$ cat src/rtl/frontend_command_definition_pkg.sv
// Shared types and counter widths for the DRAM front-end read/write scheduler.
package frontend_command_definition_pkg;

    localparam int TURN_CNT_W   = 4;
    localparam int STARVE_CNT_W = 8;

    typedef enum logic [1:0] {
        ST_IDLE  = 2'd0,
        ST_READ  = 2'd1,
        ST_WRITE = 2'd2,
        ST_TURN  = 2'd3
    } sched_state_t;

endpackage

$ cat src/rtl/rw_request_scheduler.sv
// Read/write command scheduler with bus turnaround; optional write-starvation
// guard enabled by defining SCHED_STARVATION_GUARD_EN.
module rw_request_scheduler
    import frontend_command_definition_pkg::*;
#(
    parameter int DATA_WIDTH        = 1,
    parameter int TURNAROUND_CYCLES = 2,
    parameter int STARVE_LIMIT      = 8
) (
    input  logic                  i_clk,
    input  logic                  i_rst,
    input  logic                  i_rd_empty,
    input  logic                  i_wr_empty,
    input  logic [DATA_WIDTH-1:0] i_rd_data,
    input  logic [DATA_WIDTH-1:0] i_wr_data,
    input  logic                  i_wr_flush,
    output logic                  o_rd_pop,
    output logic                  o_wr_pop,
    output logic                  o_cmd_valid,
    output logic                  o_cmd_write,
    output logic [DATA_WIDTH-1:0] o_cmd_data,
    input  logic                  i_cmd_ready,
    output logic [1:0]            o_state
);

    // Out-of-range configurations fall back to a one-cycle turnaround.
    localparam bit CFG_OK = (TURNAROUND_CYCLES >= 1) && (TURNAROUND_CYCLES <= 15) &&
                            (STARVE_LIMIT >= 1) && (STARVE_LIMIT <= 255);
    localparam logic [TURN_CNT_W-1:0] TURN_LOAD =
        CFG_OK ? TURN_CNT_W'(TURNAROUND_CYCLES) : TURN_CNT_W'(1);

    sched_state_t          state_q, state_d;
    logic [TURN_CNT_W-1:0] turn_cnt_q, turn_cnt_d;
    logic                  turn_to_wr_q, turn_to_wr_d;
    logic                  cmd_valid_q, cmd_valid_d;
    logic                  cmd_write_q, cmd_write_d;
    logic [DATA_WIDTH-1:0] cmd_data_q, cmd_data_d;

    logic starve_hit, slot_free, both_empty, go_write, go_read, rd_issue, wr_issue;

    assign both_empty = i_rd_empty && i_wr_empty;
    assign slot_free  = !cmd_valid_q || i_cmd_ready;
    assign go_write   = i_wr_flush || (i_rd_empty && !i_wr_empty) || starve_hit;
    assign go_read    = !i_rd_empty && (!i_wr_flush || i_wr_empty) && !starve_hit;

    // A pending exit wins over an issue, so a state change never shares a cycle with one.
    assign rd_issue = !i_rst && (state_q == ST_READ)  && !go_write && !i_rd_empty && slot_free;
    assign wr_issue = !i_rst && (state_q == ST_WRITE) && !go_read  && !i_wr_empty && slot_free;

`ifdef SCHED_STARVATION_GUARD_EN
    logic [STARVE_CNT_W-1:0] starve_cnt_q, starve_cnt_d;

    // While tripped, it also holds WRITE until one write has drained.
    assign starve_hit = (starve_cnt_q >= STARVE_CNT_W'(STARVE_LIMIT)) && !i_wr_empty;

    always_comb begin
        starve_cnt_d = starve_cnt_q;
        if (i_wr_empty || wr_issue)
            starve_cnt_d = '0;
        else if (rd_issue && (starve_cnt_q != '1))
            starve_cnt_d = starve_cnt_q + 1'b1;
    end

    always_ff @(posedge i_clk) begin
        if (i_rst) starve_cnt_q <= '0;
        else       starve_cnt_q <= starve_cnt_d;
    end
`else
    assign starve_hit = 1'b0;
`endif

    always_ff @(posedge i_clk) begin
        if (i_rst) begin
            state_q      <= ST_IDLE;
            turn_cnt_q   <= '0;
            turn_to_wr_q <= 1'b0;
            cmd_valid_q  <= 1'b0;
            cmd_write_q  <= 1'b0;
            cmd_data_q   <= '0;
        end else begin
            state_q      <= state_d;
            turn_cnt_q   <= turn_cnt_d;
            turn_to_wr_q <= turn_to_wr_d;
            cmd_valid_q  <= cmd_valid_d;
            cmd_write_q  <= cmd_write_d;
            cmd_data_q   <= cmd_data_d;
        end
    end

    always_comb begin
        state_d      = state_q;
        turn_cnt_d   = turn_cnt_q;
        turn_to_wr_d = turn_to_wr_q;
        case (state_q)
            ST_IDLE: begin
                if (i_wr_flush || (i_rd_empty && !i_wr_empty)) state_d = ST_WRITE;
                else if (!i_rd_empty)                          state_d = ST_READ;
            end
            ST_READ: begin
                if (go_write) begin
                    state_d      = ST_TURN;
                    turn_cnt_d   = TURN_LOAD;
                    turn_to_wr_d = 1'b1;
                end else if (both_empty) begin
                    state_d = ST_IDLE;
                end
            end
            ST_WRITE: begin
                if (go_read) begin
                    state_d      = ST_TURN;
                    turn_cnt_d   = TURN_LOAD;
                    turn_to_wr_d = 1'b0;
                end else if (both_empty) begin
                    state_d = ST_IDLE;
                end
            end
            default: begin
                if (turn_cnt_q <= TURN_CNT_W'(1)) begin
                    state_d    = turn_to_wr_q ? ST_WRITE : ST_READ;
                    turn_cnt_d = '0;
                end else begin
                    turn_cnt_d = turn_cnt_q - 1'b1;
                end
            end
        endcase
    end

    always_comb begin
        o_rd_pop    = rd_issue;
        o_wr_pop    = wr_issue;
        cmd_valid_d = cmd_valid_q;
        cmd_write_d = cmd_write_q;
        cmd_data_d  = cmd_data_q;
        if (rd_issue || wr_issue) begin
            cmd_valid_d = 1'b1;
            cmd_write_d = wr_issue;
            cmd_data_d  = wr_issue ? i_wr_data : i_rd_data;
        end else if (cmd_valid_q && i_cmd_ready) begin
            cmd_valid_d = 1'b0;
        end
    end

    assign o_cmd_valid = cmd_valid_q;
    assign o_cmd_write = cmd_write_q;
    assign o_cmd_data  = cmd_data_q;
    assign o_state     = state_q;

endmodule

$ cat config.mk
export PLATFORM = sky130hd
export DESIGN_NAME = rw_request_scheduler
export DESIGN_NICKNAME = d
export VERILOG_FILES = /design/src/rtl/frontend_command_definition_pkg.sv /design/src/rtl/rw_request_scheduler.sv
export SDC_FILE = /design/constraint.sdc
export NUM_CORES = 1
export LEC_CHECK = 0
export CAP_MARGIN = 15
export CORE_MARGIN = 2
export CORE_UTILIZATION = 47
export CTS_CLUSTER_SIZE = 20
export DETAILED_ROUTE_END_ITERATION = 8
export GPL_TIMING_DRIVEN = 0
export PLACE_DENSITY = 0.7
export SLEW_MARGIN = 20
export SYNTH_ARGS = -nofsm -noshare
export SYNTH_HDL_FRONTEND = slang
export SYNTH_SLANG_ARGS = --single-unit
$ cat constraint.sdc
create_clock -name i_clk -period 2.7 [get_ports i_clk]
set_clock_uncertainty 0.1 [all_clocks]
set_input_delay 0.54 -clock i_clk [delete_from_list [all_inputs] [get_ports i_clk]]
set_output_delay 0.54 -clock i_clk [all_outputs]
set_load 0.005 [all_outputs]
## Word level (Yosys, flattened, before mapping)

Index checks and enable logic that the tools add are counted.

| storage, ports and cells | value |
|---|---|
| register bits | 10 |
| input bits | 8 |

| operators by class | value |
|---|---|
| order comparisons | 1 |
| reduce and logical (&&, ||, !) cells | 30 |
| add/subtract/negate cells | 1 |
| muxes and demuxes | 18 |
| bitwise logic cells | 1 |
| equal/unequal tests | 5 |

Operator list:

| operator | count |
|---|---|
| 2-bit 2-to-1 mux | 7 |
| 1-bit logical AND | 12 |
| 4-bit 2-to-1 mux | 3 |
| 4-bit case mux with 3 select lines | 1 |
| 1-bit logical NOT | 7 |
| 2-bit case mux with 3 select lines | 1 |
| 3-bit AND reduction | 2 |
| 1-bit 2-to-1 mux | 5 |
| 4-bit by 1-bit <= comparator with 1-bit output (second input constant) | 1 |
| 1-bit logical OR | 4 |
| 2-bit inequality test (second input constant) | 2 |
| 2-bit nonzero test | 2 |
| 4-bit nonzero test | 1 |
| 4-bit by 1-bit subtractor with 4-bit output (second input constant) | 1 |
| 3-bit inequality test (second input constant) | 1 |
| 2-bit by 1-bit == test with 1-bit output (second input constant) | 1 |
| 2-bit == test (second input constant) | 1 |
| 2-bit logical NOT | 1 |
| 1-bit case mux with 2 select lines | 1 |
| 2-bit AND reduction | 1 |
| 1-bit NOT | 1 |

## Longest topological paths before layout

| depth | value |
|---|---|
| depth after elaboration | 9 |
| mapped depth | 7 |
| gate-level depth less buffers | 6 |

## Worst setup path after synthesis

No wires, ideal clock.

| timing path | value |
|---|---|
| path kind | reg2out |
| start point | reg state_q[0] (netlist: o_state[0]) |
| end point | out o_wr_pop |
| stages on the path, launching flop included | 7 |
| required time | 2.060 ns |
| slack | 0.874 ns |
| arrival time | 1.186 ns |
| path buffers | 1 |
| cell sequence | dfxtp_1 -> inv_1 -> ha_1 -> clkbuf_2 -> nor2b_1 -> nand4bb_1 -> inv_1 |

| on the way | value |
|---|---|
| cells in the longest elaborated chain, start to end | 5 |

RTL lines:

| item | RTL line | text |
|---|---|---|
| start: declaration | rw_request_scheduler.sv:32 | `sched_state_t state_q, state_d;` |
| start signal: assignment | rw_request_scheduler.sv:81 | `state_q <= state_d;` |
| 2-bit == test | rw_request_scheduler.sv:48 | `assign wr_issue = !i_rst && (state_q == ST_WRITE) && !go_read && !i_wr_empty && slot_free;` |
| 1-bit logical AND (4 in series) | rw_request_scheduler.sv:48 |  |
| end: declaration | rw_request_scheduler.sv:18 | `output logic o_wr_pop,` |

Every way passes these cells.

## Final worst setup path

| timing path | value |
|---|---|
| start point | in i_wr_empty |
| end point | out o_wr_pop |

| on the way | value |
|---|---|
| cells in the longest elaborated chain, start to end | 6 |

RTL lines:

| item | RTL line | text |
|---|---|---|
| start: declaration | rw_request_scheduler.sv:13 | `input logic i_wr_empty,` |
| 1-bit logical OR | rw_request_scheduler.sv:44 | `assign go_read = !i_rd_empty && (!i_wr_flush \|\| i_wr_empty) && !starve_hit;` |
| 1-bit logical AND | rw_request_scheduler.sv:44 |  |
| 1-bit logical NOT | rw_request_scheduler.sv:48 |  |
| 1-bit logical AND | rw_request_scheduler.sv:48 |  |
| 1-bit logical AND (*) (2 in series) | rw_request_scheduler.sv:48 |  |

Every way passes the cells marked *; elsewhere a longest branch is shown, timed or not.

==> qor.csv <==
stage,metric,value,unit
yosys,yosysMostFrequentCell,dfxtp_1,
worst_setup_path,r2r_start,o_state[0],
yosys,synth-seq-cells,10,
sta,setup_viol,0,
sta,fin_crit,2.615,ns
place,gp_congestion,0.8257,
yosys,async_reset_ff_share,0,%
worst_setup_path,startpoint,i_wr_empty,
floorplan,top_level_ports,15,
worst_setup_path,cp.buffers_inverters,3,
min_path,hold_start,o_cmd_write,
route,first_pass_iters,4,
yosys,syn_area_per_cell,8.667,µm²
worst_setup_path,cp-start-kind,input pin,
place,post-dp-hpwl,1340,µm
clock_network,htreeDepth,1,
route,wl,1732,µm
floorplan,chipWidth,46.08,µm
yosys,synth_common_cells,"dfxtp_1 (10), a21oi_1 (8), inv_1 (7)",
worst_setup_path,cpLargestDelayFamily,buffers and inverters,
global_route,grt_max_degree,11,
worst_setup_path,critPathRequiredTime,2.06,ns
power,powerDensity,928.5,mW/mm²
sta,slew_headroom,64.54,%
yosys,syn_nets,110,
route,first_iter_violations,19,
power,max-vdd-ir-drop,0.5746,mV
worst_setup_path,worst_path_max_delay_cell,clkdlybuf4s50_1,
yosys,synthCells,96,
sta,period_share,96.85,%
clock_network,clk_pin_slew,0.07,ns
yosys,synth_edf_count,0,
sta,worst_slew_pin_slew,0.5319,ns
worst_setup_path,max_stage_delay,0.55,ns
power,leakagePower,0.3868,nW
floorplan,initial_utilization,49.26,%
route,drc,0,
yosys,synth_top_cell_by_area,dfxtp_1,
global_route,overflow,0,
place,postPlaceCellArea,973.4,µm²
layout,area_delta_synth_final,23.16,%
yosys,synthDominantCellAreaShare,24.06,%
sta,drv_slew,0,
worst_setup_path,end_kind,output port,
sta,max_freq,382.4,MHz
yosys,synthesis.area,832.0,µm²
run_status,run_status,finished clean,
min_path,hp-class,register to register,
place,port_buffers,12,
global_route,grtUsageTotal,18.34,%
route,detail-route-antenna-nets,0,
route,via_per_inst,5.685,
yosys,synthTopCellsByArea,"dfxtp_1 (24%), ha_1 (9.0%), a21oi_1 (4.8%)",
worst_setup_path,cpMostUsedCell,clkdlybuf4s50_1,
flow_run,drv_cap,0,
worst_setup_path,cp.arrival,1.97,ns
clock_network,cts_inserted_buffers,3,
floorplan,rows,15,
global_route,grt_antenna_before_repair,0,
layout,fin_nets,128,
place,place_ws,-0.04145,ns
route,wl_per_cell,13.32,µm
yosys,synth_top_flop_cell,dfxtp_1,
clock_network,hold_buffers,0,
floorplan,dieArea,0.002123,mm²
worst_setup_path,crit_path_max_fanout,6,
global_route,grt_pass1_wl,2842,µm
yosys,yosysSeqAreaShare,24.06,%
floorplan,fp.dieH,46.08,µm
clock_network,tritoncts,done,
clock_network,ctsRootBufferMaster,clkbuf_4,
layout,stdcell_area,0.001025,mm²
route,dr_total_vias,739,
sta,layout_setup_ws,0.08518,ns
clock_network,cts_sinks,10,
layout,fill_cells,162,
clock_network,insertion_delay,0.27,ns
layout,n_antenna_cell,0,
yosys,ys_warn_count,0,
global_route,grt_pass1_vias,669,
floorplan,core,0.001689,mm²
yosys,yosys.cell_types.count,41,
sta,hold_viol,0,
layout,drive_gt1_share,23.01,%
worst_setup_path,crit_type,input pin to output port,
worst_setup_path,cp_cell_sequence,"clkdlybuf4s50_1, nor2b_4, nand4bb_1, inv_1, clkdlybuf4s50_1",
clock_network,cts_buffer_depth,2,
==> tightest hold or removal path: cells and delay by family, from the launching register on <==
| family | cells | cell delay [ns] |
|---|---|---|
| flops | 1 | 0.31 |
| simple gates | 1 | 0.06 |
| compound gates | 1 | 0.07 |
==> layer usage <==
metal  global-route usage, %  wire (µm)
met1                   24.40        848
met2                   29.17        813
met3                   3.529         46
met4                   6.857         24
met5                       0          0
==> power breakdown <==
| group | switching, mW | leakage [nW] | internal, mW | total, mW |
|---|---|---|---|---|
| registers | 0.0567 | 0.0817 | 0.194 | 0.251 |
| logic | 0.282 | 0.284 | 0.279 | 0.561 |
| clock network | 0.0576 | 0.0210 | 0.0819 | 0.140 |
| total | 0.396 | 0.387 | 0.555 | 0.951 |
==> through the flow <==
stage           TNS, ns  power (mW)  hold WS, ns  instances  util [%]
2_1_floorplan         0      0.6631       0.3660         96         -
3_3_place_gp   -0.04291      0.7957       0.3667        125     57.63
3_5_place_dp   -0.04145      0.8035       0.3841        125     57.63
4_1_cts               0      0.9484       0.3918        130     60.37
5_1_grt        -0.01130       1.026       0.4165        130     60.67
6_report              0      0.9515       0.3861        130     60.67
==> placed cells by master, fill, tap and decap left out, types with 3 or more instances in the layout <==
cell             instances
a21oi_1                  8
clkbuf_4                 3
clkdlybuf4s50_1         12
dfxtp_1                 10
ha_1                     6
inv_1                    6
nand2_1                  3
nand2b_1                 3
nand4_1                  3
nor2_1                   6
nor2b_1                  4
o21ai_0                  6
==> path summary, 6_finish.rpt <==
path | end | slack (ns) | depth (start not counted)
worst max-delay path | o_wr_pop | 0.09 | 5
worst min-delay path | o_cmd_write | 0.39 | 2
worst max register to register | turn_cnt_q[1] | 0.83 | 7
worst min register to register | o_cmd_write | 0.39 | 2
==> timing repair <==
item                                    CTS  global route
buffers inserted                          1             0
pin swaps                                 1             0
endpoints found under the setup margin    1             1
gates resized for setup                   1             3
==> logic make-up after synthesis <==
family / count (synthesis) / synth area share [%]
flops: 10 / 24.06
mux: 1 / 1.203
simple gates: 38 / 32.33
compound gates: 29 / 25.87
buf+inv: 12 / 7.519
fa+ha+maj: 6 / 9.022
==> state kept, by name (all words and copies together), names as in the netlist <==
signal	count
turn_to_wr_q	1
o_cmd_valid	1
turn_cnt_q	4
o_cmd_data	1
o_cmd_write	1
o_state	2
==> area by class of cell <==
cell class	instances	area [µm²]	area share (%)
Tap cell	17	21.27	2.076
Clock buffer	4	36.28	3.541
Sequential cell	10	200.2	19.54
Inverter	7	26.28	2.564
Timing Repair Buffer	13	127.6	12.45
Buffer	5	36.28	3.541
Multi-Input combinational cell	74	576.8	56.29
Note: power is estimated with default switching activity, not from simulation.
